`config.mk`:
```
export PLATFORM = sky130hd
export DESIGN_NAME = pcs_rx_block_lock
export DESIGN_NICKNAME = d
export VERILOG_FILES = /design/src/rtl/pcs_rx_block_lock.sv
export SDC_FILE = /design/constraint.sdc
export NUM_CORES = 1
export LEC_CHECK = 0
export CORE_MARGIN = 8
export CORE_UTILIZATION = 56
export CTS_BUF_LIST = sky130_fd_sc_hd__clkbuf_4
export DETAILED_ROUTE_END_ITERATION = 10
export PLACE_DENSITY = 0.78
export SLEW_MARGIN = 5
export SYNTH_ARGS = -nofsm -noshare
export SYNTH_HDL_FRONTEND = slang
export SYNTH_SLANG_ARGS = --single-unit
```
`constraint.sdc`:
```
create_clock -name pcs_clk -period 2.4 [get_ports pcs_clk]
set_input_delay 0.24 -clock pcs_clk [delete_from_list [all_inputs] [get_ports pcs_clk]]
set_output_delay 0.24 -clock pcs_clk [all_outputs]
set_load 0.02 [all_outputs]
```
`src/rtl/pcs_rx_block_lock.sv`:
```
// 64b/66b RX block-lock controller: sync-header lock FSM, gearbox slip request, decoder valid gating.
// Optional high-BER monitor is built when PCS_RX_HI_BER_EN is defined; otherwise out_rx_hi_ber is tied 0.
module pcs_rx_block_lock #(
   parameter int unsigned SH_CNT_LOCK    = 64,
   parameter int unsigned SH_INVALID_MAX = 16,
   parameter int unsigned SLIP_WAIT      = 32,
   parameter int unsigned BER_WINDOW     = 1024,
   parameter int unsigned BER_THRESH     = 16
) (
   input  logic       pcs_clk,
   input  logic       pcs_rst,
   input  logic [1:0] rx_pcs_header,
   input  logic       rx_pcs_valid,
   output logic       out_rx_slip,
   output logic       out_rx_block_lock,
   output logic       out_rx_hi_ber,
   output logic       out_rx_pass_valid
);

   localparam int unsigned SH_W  = $clog2(SH_CNT_LOCK + 1);
   localparam int unsigned INV_W = $clog2(SH_INVALID_MAX + 1);
   localparam int unsigned WT_W  = $clog2(SLIP_WAIT + 1);

   typedef enum logic [1:0] {
      ST_LOCK_INIT,
      ST_TEST_SH,
      ST_SLIP,
      ST_SLIP_WAIT
   } state_t;

   state_t           state;
   logic [SH_W-1:0]  sh_cnt;
   logic [SH_W-1:0]  sh_cnt_inc;
   logic [INV_W-1:0] inv_cnt;
   logic [INV_W-1:0] inv_cnt_inc;
   logic [WT_W-1:0]  wait_cnt;
   logic             sh_bad;
   logic             sh_hit;
   logic             inv_hit;

   // 2'b01 and 2'b10 are the only legal sync headers
   assign sh_bad = ~(rx_pcs_header[1] ^ rx_pcs_header[0]);

   always_comb begin
      sh_cnt_inc  = sh_cnt;
      inv_cnt_inc = inv_cnt;
      if (sh_cnt != SH_W'(SH_CNT_LOCK)) begin
         sh_cnt_inc = sh_cnt + SH_W'(1);
      end
      if (sh_bad && (inv_cnt != INV_W'(SH_INVALID_MAX))) begin
         inv_cnt_inc = inv_cnt + INV_W'(1);
      end
   end

   assign sh_hit  = (sh_cnt_inc == SH_W'(SH_CNT_LOCK));
   assign inv_hit = (inv_cnt_inc == INV_W'(SH_INVALID_MAX));

   always_ff @(posedge pcs_clk) begin
      if (!pcs_rst) begin
         state             <= ST_LOCK_INIT;
         sh_cnt            <= '0;
         inv_cnt           <= '0;
         wait_cnt          <= '0;
         out_rx_slip       <= 1'b0;
         out_rx_block_lock <= 1'b0;
      end else begin
         out_rx_slip <= 1'b0;
         case (state)
            ST_LOCK_INIT: begin
               sh_cnt            <= '0;
               inv_cnt           <= '0;
               wait_cnt          <= '0;
               out_rx_block_lock <= 1'b0;
               state             <= ST_TEST_SH;
            end
            ST_TEST_SH: begin
               if (rx_pcs_valid) begin
                  if (!out_rx_block_lock) begin
                     if (sh_bad) begin
                        out_rx_slip <= 1'b1;
                        sh_cnt      <= '0;
                        inv_cnt     <= '0;
                        state       <= ST_SLIP;
                     end else if (sh_hit && (inv_cnt_inc == '0)) begin
                        out_rx_block_lock <= 1'b1;
                        sh_cnt            <= '0;
                        inv_cnt           <= '0;
                     end else begin
                        sh_cnt  <= sh_cnt_inc;
                        inv_cnt <= inv_cnt_inc;
                     end
                  end else if (inv_hit) begin
                     // invalid limit wins over a coincident end of window
                     out_rx_block_lock <= 1'b0;
                     out_rx_slip       <= 1'b1;
                     sh_cnt            <= '0;
                     inv_cnt           <= '0;
                     state             <= ST_SLIP;
                  end else if (sh_hit) begin
                     sh_cnt  <= '0;
                     inv_cnt <= '0;
                  end else begin
                     sh_cnt  <= sh_cnt_inc;
                     inv_cnt <= inv_cnt_inc;
                  end
               end
            end
            ST_SLIP: begin
               out_rx_block_lock <= 1'b0;
               sh_cnt            <= '0;
               inv_cnt           <= '0;
               wait_cnt          <= WT_W'(SLIP_WAIT - 1);
               state             <= ST_SLIP_WAIT;
            end
            ST_SLIP_WAIT: begin
               if (wait_cnt == '0) begin
                  state <= ST_TEST_SH;
               end else begin
                  wait_cnt <= wait_cnt - WT_W'(1);
               end
            end
            default: state <= ST_LOCK_INIT;
         endcase
      end
   end

`ifdef PCS_RX_HI_BER_EN
   localparam int unsigned WIN_W = $clog2(BER_WINDOW);
   localparam int unsigned BER_W = $clog2(BER_THRESH + 1);

   logic [WIN_W-1:0] win_cnt;
   logic [BER_W-1:0] ber_cnt;
   logic [BER_W-1:0] ber_cnt_inc;
   logic             lock_keep;

   // low on the edge that drops lock, so BER state clears together with lock
   assign lock_keep = out_rx_block_lock &&
                      !((state == ST_TEST_SH) && rx_pcs_valid && inv_hit);

   always_comb begin
      ber_cnt_inc = ber_cnt;
      if ((state == ST_TEST_SH) && rx_pcs_valid && sh_bad &&
          (ber_cnt != BER_W'(BER_THRESH))) begin
         ber_cnt_inc = ber_cnt + BER_W'(1);
      end
   end

   always_ff @(posedge pcs_clk) begin
      if (!pcs_rst || !lock_keep) begin
         win_cnt       <= '0;
         ber_cnt       <= '0;
         out_rx_hi_ber <= 1'b0;
      end else if (win_cnt == WIN_W'(BER_WINDOW - 1)) begin
         win_cnt       <= '0;
         ber_cnt       <= '0;
         out_rx_hi_ber <= (ber_cnt_inc >= BER_W'(BER_THRESH));
      end else begin
         win_cnt <= win_cnt + WIN_W'(1);
         ber_cnt <= ber_cnt_inc;
         if (ber_cnt_inc >= BER_W'(BER_THRESH)) begin
            out_rx_hi_ber <= 1'b1;
         end
      end
   end
`else
   assign out_rx_hi_ber = 1'b0;
`endif

   assign out_rx_pass_valid = rx_pcs_valid & out_rx_block_lock & ~out_rx_hi_ber;

endmodule

```
# [Yosys cells after proc, flatten, opt, wreduce, memory -nomap -nowiden]
# Cells that the tools add are included.
[word_totals] register_bits=22 input_bits=5 output_inout_bits=4 elab_cells=69
[op_classes] n_addsub=3 n_eq_ne=12 n_mux=33 n_bitwise=3 reduce_logical=12
[ops] operator="$mux 7" n=7
[ops] operator="$mux 5" n=7
[ops] operator="$pmux 6 s3" n=1
[ops] operator="$pmux 7 s2" n=1
[ops] operator="$mux 2" n=5
[ops] operator="$pmux 5 s2" n=1
[ops] operator="$mux 1" n=8
[ops] operator="$pmux 2 s4" n=1
[ops] operator="$add 7x1->7 const B" n=1
[ops] operator="$eq 7x7->1 const B" n=1
[ops] operator="$ne 7x7->1 const B" n=1
[ops] operator="$logic_not 6->1" n=1
[ops] operator="$mux 6" n=1
[ops] operator="$ne 2x2->1 const B" n=3
[ops] operator="$ne 3x3->1 const B" n=2
[ops] operator="$sub 6x1->6 const B" n=1
[ops] operator="$add 5x1->5 const B" n=1
[ops] operator="$eq 5x5->1 const B" n=1
[ops] operator="$logic_not 5->1" n=1
[ops] operator="$ne 5x5->1 const B" n=1
[ops] operator="$eq 2x2->1 const B" n=2
[ops] operator="$reduce_and 2->1" n=2
[ops] operator="$reduce_and 4->1" n=1
[ops] operator="$reduce_and 3->1" n=1
[ops] operator="10 further kinds" n=11

# [Logic depth before layout (Yosys ltp)]
[depth] word_depth=11 mapped_depth=11 depth_no_buf=9

# [Worst setup path after synthesis]
# No wires, ideal clock.
[synth_path] path_kind="register to register" start="reg inv_cnt[0]" end="reg sh_cnt[4]" setup_time_ps=133 arrival_time_ps=2256 t_required_ps=2267 slack_ps=10 stages_incl_launch_ff=11 path_buffers=1 synth_period_minus_slack_ps=2390 path_cell_list="dfxtp_1 -> inv_1 -> ha_1 -> nor4bb_1 -> or4_1 -> a211oi_2 -> nand3b_1 -> o21a_1 -> buf_6 -> a41oi_2 -> a311oi_1"
[synth_via] elab_chain_len=10 word_cells_on_any_way=13 classes_between="add/sub (1); eq/ne (2); mux (7); reduce/logical (3)"
[synth_rtl] item="start: declaration" line_no="34" text="logic [INV_W-1:0] inv_cnt;"
[synth_rtl] item="start signal: assignment" line_no="90" text="inv_cnt <= inv_cnt_inc;"
[synth_rtl] item="start signal: assignment" line_no="104" text="inv_cnt <= inv_cnt_inc;"
[synth_rtl] item="branches (longest 2 deep; another with $add 5x1->5)"
[synth_rtl] item="$mux 5 (*)" line_no="50" text="if (sh_bad && (inv_cnt != INV_W'(SH_INVALID_MAX))) begin"
[synth_rtl] item="$logic_not 5->1" line_no="84" text="end else if (sh_hit && (inv_cnt_inc == '0)) begin"
[synth_rtl] item="$logic_and 1x1->1" line_no="84"
[synth_rtl] item="$mux 7" line_no="84"
[synth_rtl] item="$mux 7" line_no="79" text="if (sh_bad) begin"
[synth_rtl] item="$mux 7 (*)" line_no="78" text="if (!out_rx_block_lock) begin"
[synth_rtl] item="$mux 7 (*)" line_no="77" text="if (rx_pcs_valid) begin"
[synth_rtl] item="$pmux 7 s2 (*)" line_no="68" text="case (state)"
[synth_rtl] item="end signal: assignment" line_no="89" text="sh_cnt <= sh_cnt_inc;"
[synth_rtl] item="end signal: assignment" line_no="103" text="sh_cnt <= sh_cnt_inc;"
[synth_rtl] item="end: declaration" line_no="32" text="logic [SH_W-1:0] sh_cnt;"
# Every way passes the cells marked *. The select of a mux whose other input is x is not followed.
# A chain may end at the register's enable or synchronous reset.

# [Worst setup path in the final report]
[layout_path] start="reg inv_cnt[1]" end="reg sh_cnt[5]"
# Same word-level chain as after synthesis.

==> metrics.csv <==
stage,metric,value,unit
run_status,status,finished with violations,
run_status,violations,negative setup slack,
drt,viasPerCell,6.21,
grt,grt_pass1_vias,1530,
layout,antenna_cells,0,
yosys,ys_seq_area_share,27.3,%
yosys,synthesis.area,0.00161,mm^2
die,fp-row-count,19,
yosys,synth_nets,222,
yosys,synth-seq-cells,22,
placement,dp.cells,261,
cts,hold_buffers,0,
power,vdd_ir_drop_max,0.719,mV
cts,h-tree-depth,1,
cts,cts_buffer_depth,2,
layout,drive_gt1_share,24.3,%
drt,wire_per_inst,15.5,um
yosys,synth_most_common_cell,dfxtp_1,
layout,multi_input_area,0.00117,mm^2
worst_setup_path,crit_path_start,inv_cnt[1],
grt,grt_pass1_wl,6710,um
worst_setup_path,path_cells,"inv_2, ha_4, nor4bb_4, or4_4, a211oi_2, buf_4, nand3b_1, o21a_4, a31oi_2, a311oi_1",
power,p_leak,0.779,nW
layout,fill_cells,206,
die,dieHeight,69.7,um
grt,antenna_found_initial,0,
sta,drv_slew,0,
min_path,hold_class,register to register,
worst_setup_path,rr_startpoint,inv_cnt[1],
grt,grt-ovfl-total,0,
cts,cts.sinks,22,
worst_setup_path,slowest_delay,520,ps
die,fp.dieW,69.7,um
placement,io_buffers,7,
die,ios,9,
sta,final-setup-viol-count,1,
sta,worstMarginPinSlew,715,ps
sta,slew-limit-headroom,52.0,%
cts,path_clk_slew,130,ps
worst_setup_path,worstPathArrival,2620,ps
drt,antenna_left,0,
drt,dr.pass1.iters,4,
worst_setup_path,crit_required,2590,ps
placement,routabilityCongestion,0.903,
placement,dp_slack,-295,ps
die,start_util,58.5,%
worst_setup_path,critPathLaunchType,register,
grt,grt_max_degree,21,
drt,routed_wl,4120,um
layout,regArea,445,um^2
sta,hold_violations,0,
yosys,synthCells,206,
layout,syn_to_final_growth,24.1,%
sta,fmax,411,MHz
yosys,ys_types,47,
drt,num_vias,1651,
yosys,synth_top_cell_by_area,dfxtp_1,
drt,post-route-drc-count,0,
yosys,avgSynthCellArea,7.83,um^2
yosys,yosys_warnings,0,
yosys,synth_area_leaders,"dfxtp_1, ha_1, nor2_1",
worst_setup_path,crit_buf_inv,2,
cts,clk_latency,320,ps
placement,dp_hpwl,2920,um
yosys,synth_edf_count,0,
sta,fin_ws,-33.0,ps
drt,drtIter0Drc,191,
worst_setup_path,critPathTopFamily,simple AND/OR/NAND/NOR gates,
yosys,synth-async-reset-ratio,0,%
sta,hold_ws,489,ps
cts,cts_root_buf,clkbuf_4,
layout,nNetsFinal,252,
worst_setup_path,crit_type,register to register,
sta,skew,5.12,ps
worst_setup_path,cpMaxStageDelayCell,or4_4,
min_path,hold_start,wait_cnt[5],
worst_setup_path,cp-end-kind,register,
cts,cts_tree,done,
yosys,synth_top_cell_area_share,27.3,%
grt,track_usage,15.9,%
sta,rsz0062_at_grt,yes,
die,dieArea,0.00485,mm^2
sta,period_minus_slack,2430,ps
die,core_area,0.00276,mm^2
layout,final_cells,266,
worst_setup_path,cp_max_fo,11,
power,power.density,694,mW/mm^2
yosys,synth_commonest_cells,"dfxtp_1, nor2_1, o21ai_0",
sta,fin_crit_sh,101,%
yosys,ys.flop_type,dfxtp_1,
cts,numCtsBuffers,3,
run,cap_violations,0,
## placed cells by master, fill, tap and decap left out, types with 3 or more instances in the layout
cell / Yosys / layout
a21o_1: 3 / 3
dfxtp_1: 22 / 18
buf_4: 1 / 27
o21ai_0: 14 / 14
clkbuf_4: 0 / 3
a31oi_1: 6 / 5
dfxtp_2: 0 / 4
a311oi_1: 4 / 4
inv_1: 13 / 11
and3_1: 5 / 5
a211oi_2: 2 / 4
ha_1: 11 / 10
o21a_1: 4 / 3
nand2b_1: 4 / 4
a21oi_1: 12 / 12
nor2_1: 20 / 18
nand2_1: 13 / 13
clkdlybuf4s50_1: 0 / 7
nand3b_1: 4 / 4
xor2_1: 3 / 3
nand3_1: 8 / 7
nor3_1: 9 / 9
xnor2_1: 4 / 4
## through the flow
step           power, W  instance area, um^2  TNS, ps  util, %
6_report        0.00139                 2000    -33.0     72.6
5_1_grt         0.00149                 2000     -325     72.6
4_1_cts         0.00134                 1900        0     68.8
3_5_place_dp    0.00115                 1860    -2380     67.5
3_3_place_gp    0.00112                 1860    -1490     67.5
2_1_floorplan  0.000934                 1610        0        -
## layout make-up
class / instances / area share (%)
tap: 31 / 1.94
timing repair buffer: 34 / 13.6
inverter: 13 / 2.44
clock buffer: 3 / 1.13
multi-input combinational: 162 / 58.4
clock inverter: 1 / 0.188
sequential: 22 / 22.2
## repair_timing
action / CTS / global route
gates cloned: 0 / 0
setup endpoints to repair: 8 / 12
resized for setup: 4 / 20
pin swaps: 1 / 5
setup buffers: 0 / 1
## final timing paths
path	endpoint	slack [ps]	cells after the start
worst max-delay path	sh_cnt[5]	-30	10
worst min-delay path	wait_cnt[5]	490	2
worst min register to register	wait_cnt[5]	490	2
worst max register to register	sh_cnt[5]	-30	10
## worst min-delay path, stage by stage, from the launching register on
cell and delay (ps):
dfxtp_1 340, o21ai_0 70, a21oi_1 60
## routing by layer
metal	global-route usage [%]	wire [um]	share of wire, %	vias up
met5	0	0	0	-
met4	7.59	87	2.1	0
met3	2.15	156	3.8	10
met2	28.1	2120	51	40
met1	18.2	1760	43	794
li1	-	-	-	807
## where the power goes
part / internal, W / leakage [nW] / switching [W] / total (W)
clock: 0.0000609 / 0.0154 / 0.000124 / 0.000185
sequential: 0.000419 / 0.180 / 0.0000445 / 0.000463
combinational: 0.000298 / 0.584 / 0.000444 / 0.000741
total: 0.000778 / 0.779 / 0.000612 / 0.00139
## sequential cells by signal, indices dropped and copies added (netlist names)
signal and flops:
state 2, out_rx_slip 1, sh_cnt 7, wait_cnt 6, inv_cnt 5, out_rx_block_lock 1
## kinds of logic after synthesis
| family | share of synthesized area, % |
|---|---|
| buf+inv | 6.52 |
| simple gates | 27.5 |
| mux | 0.621 |
| compound gates | 25.4 |
| flops | 27.3 |
| xor+xnor | 3.80 |
| other cells | 0.233 |
| fa+ha+maj | 8.53 |
(Power assumes the default switching activity.)
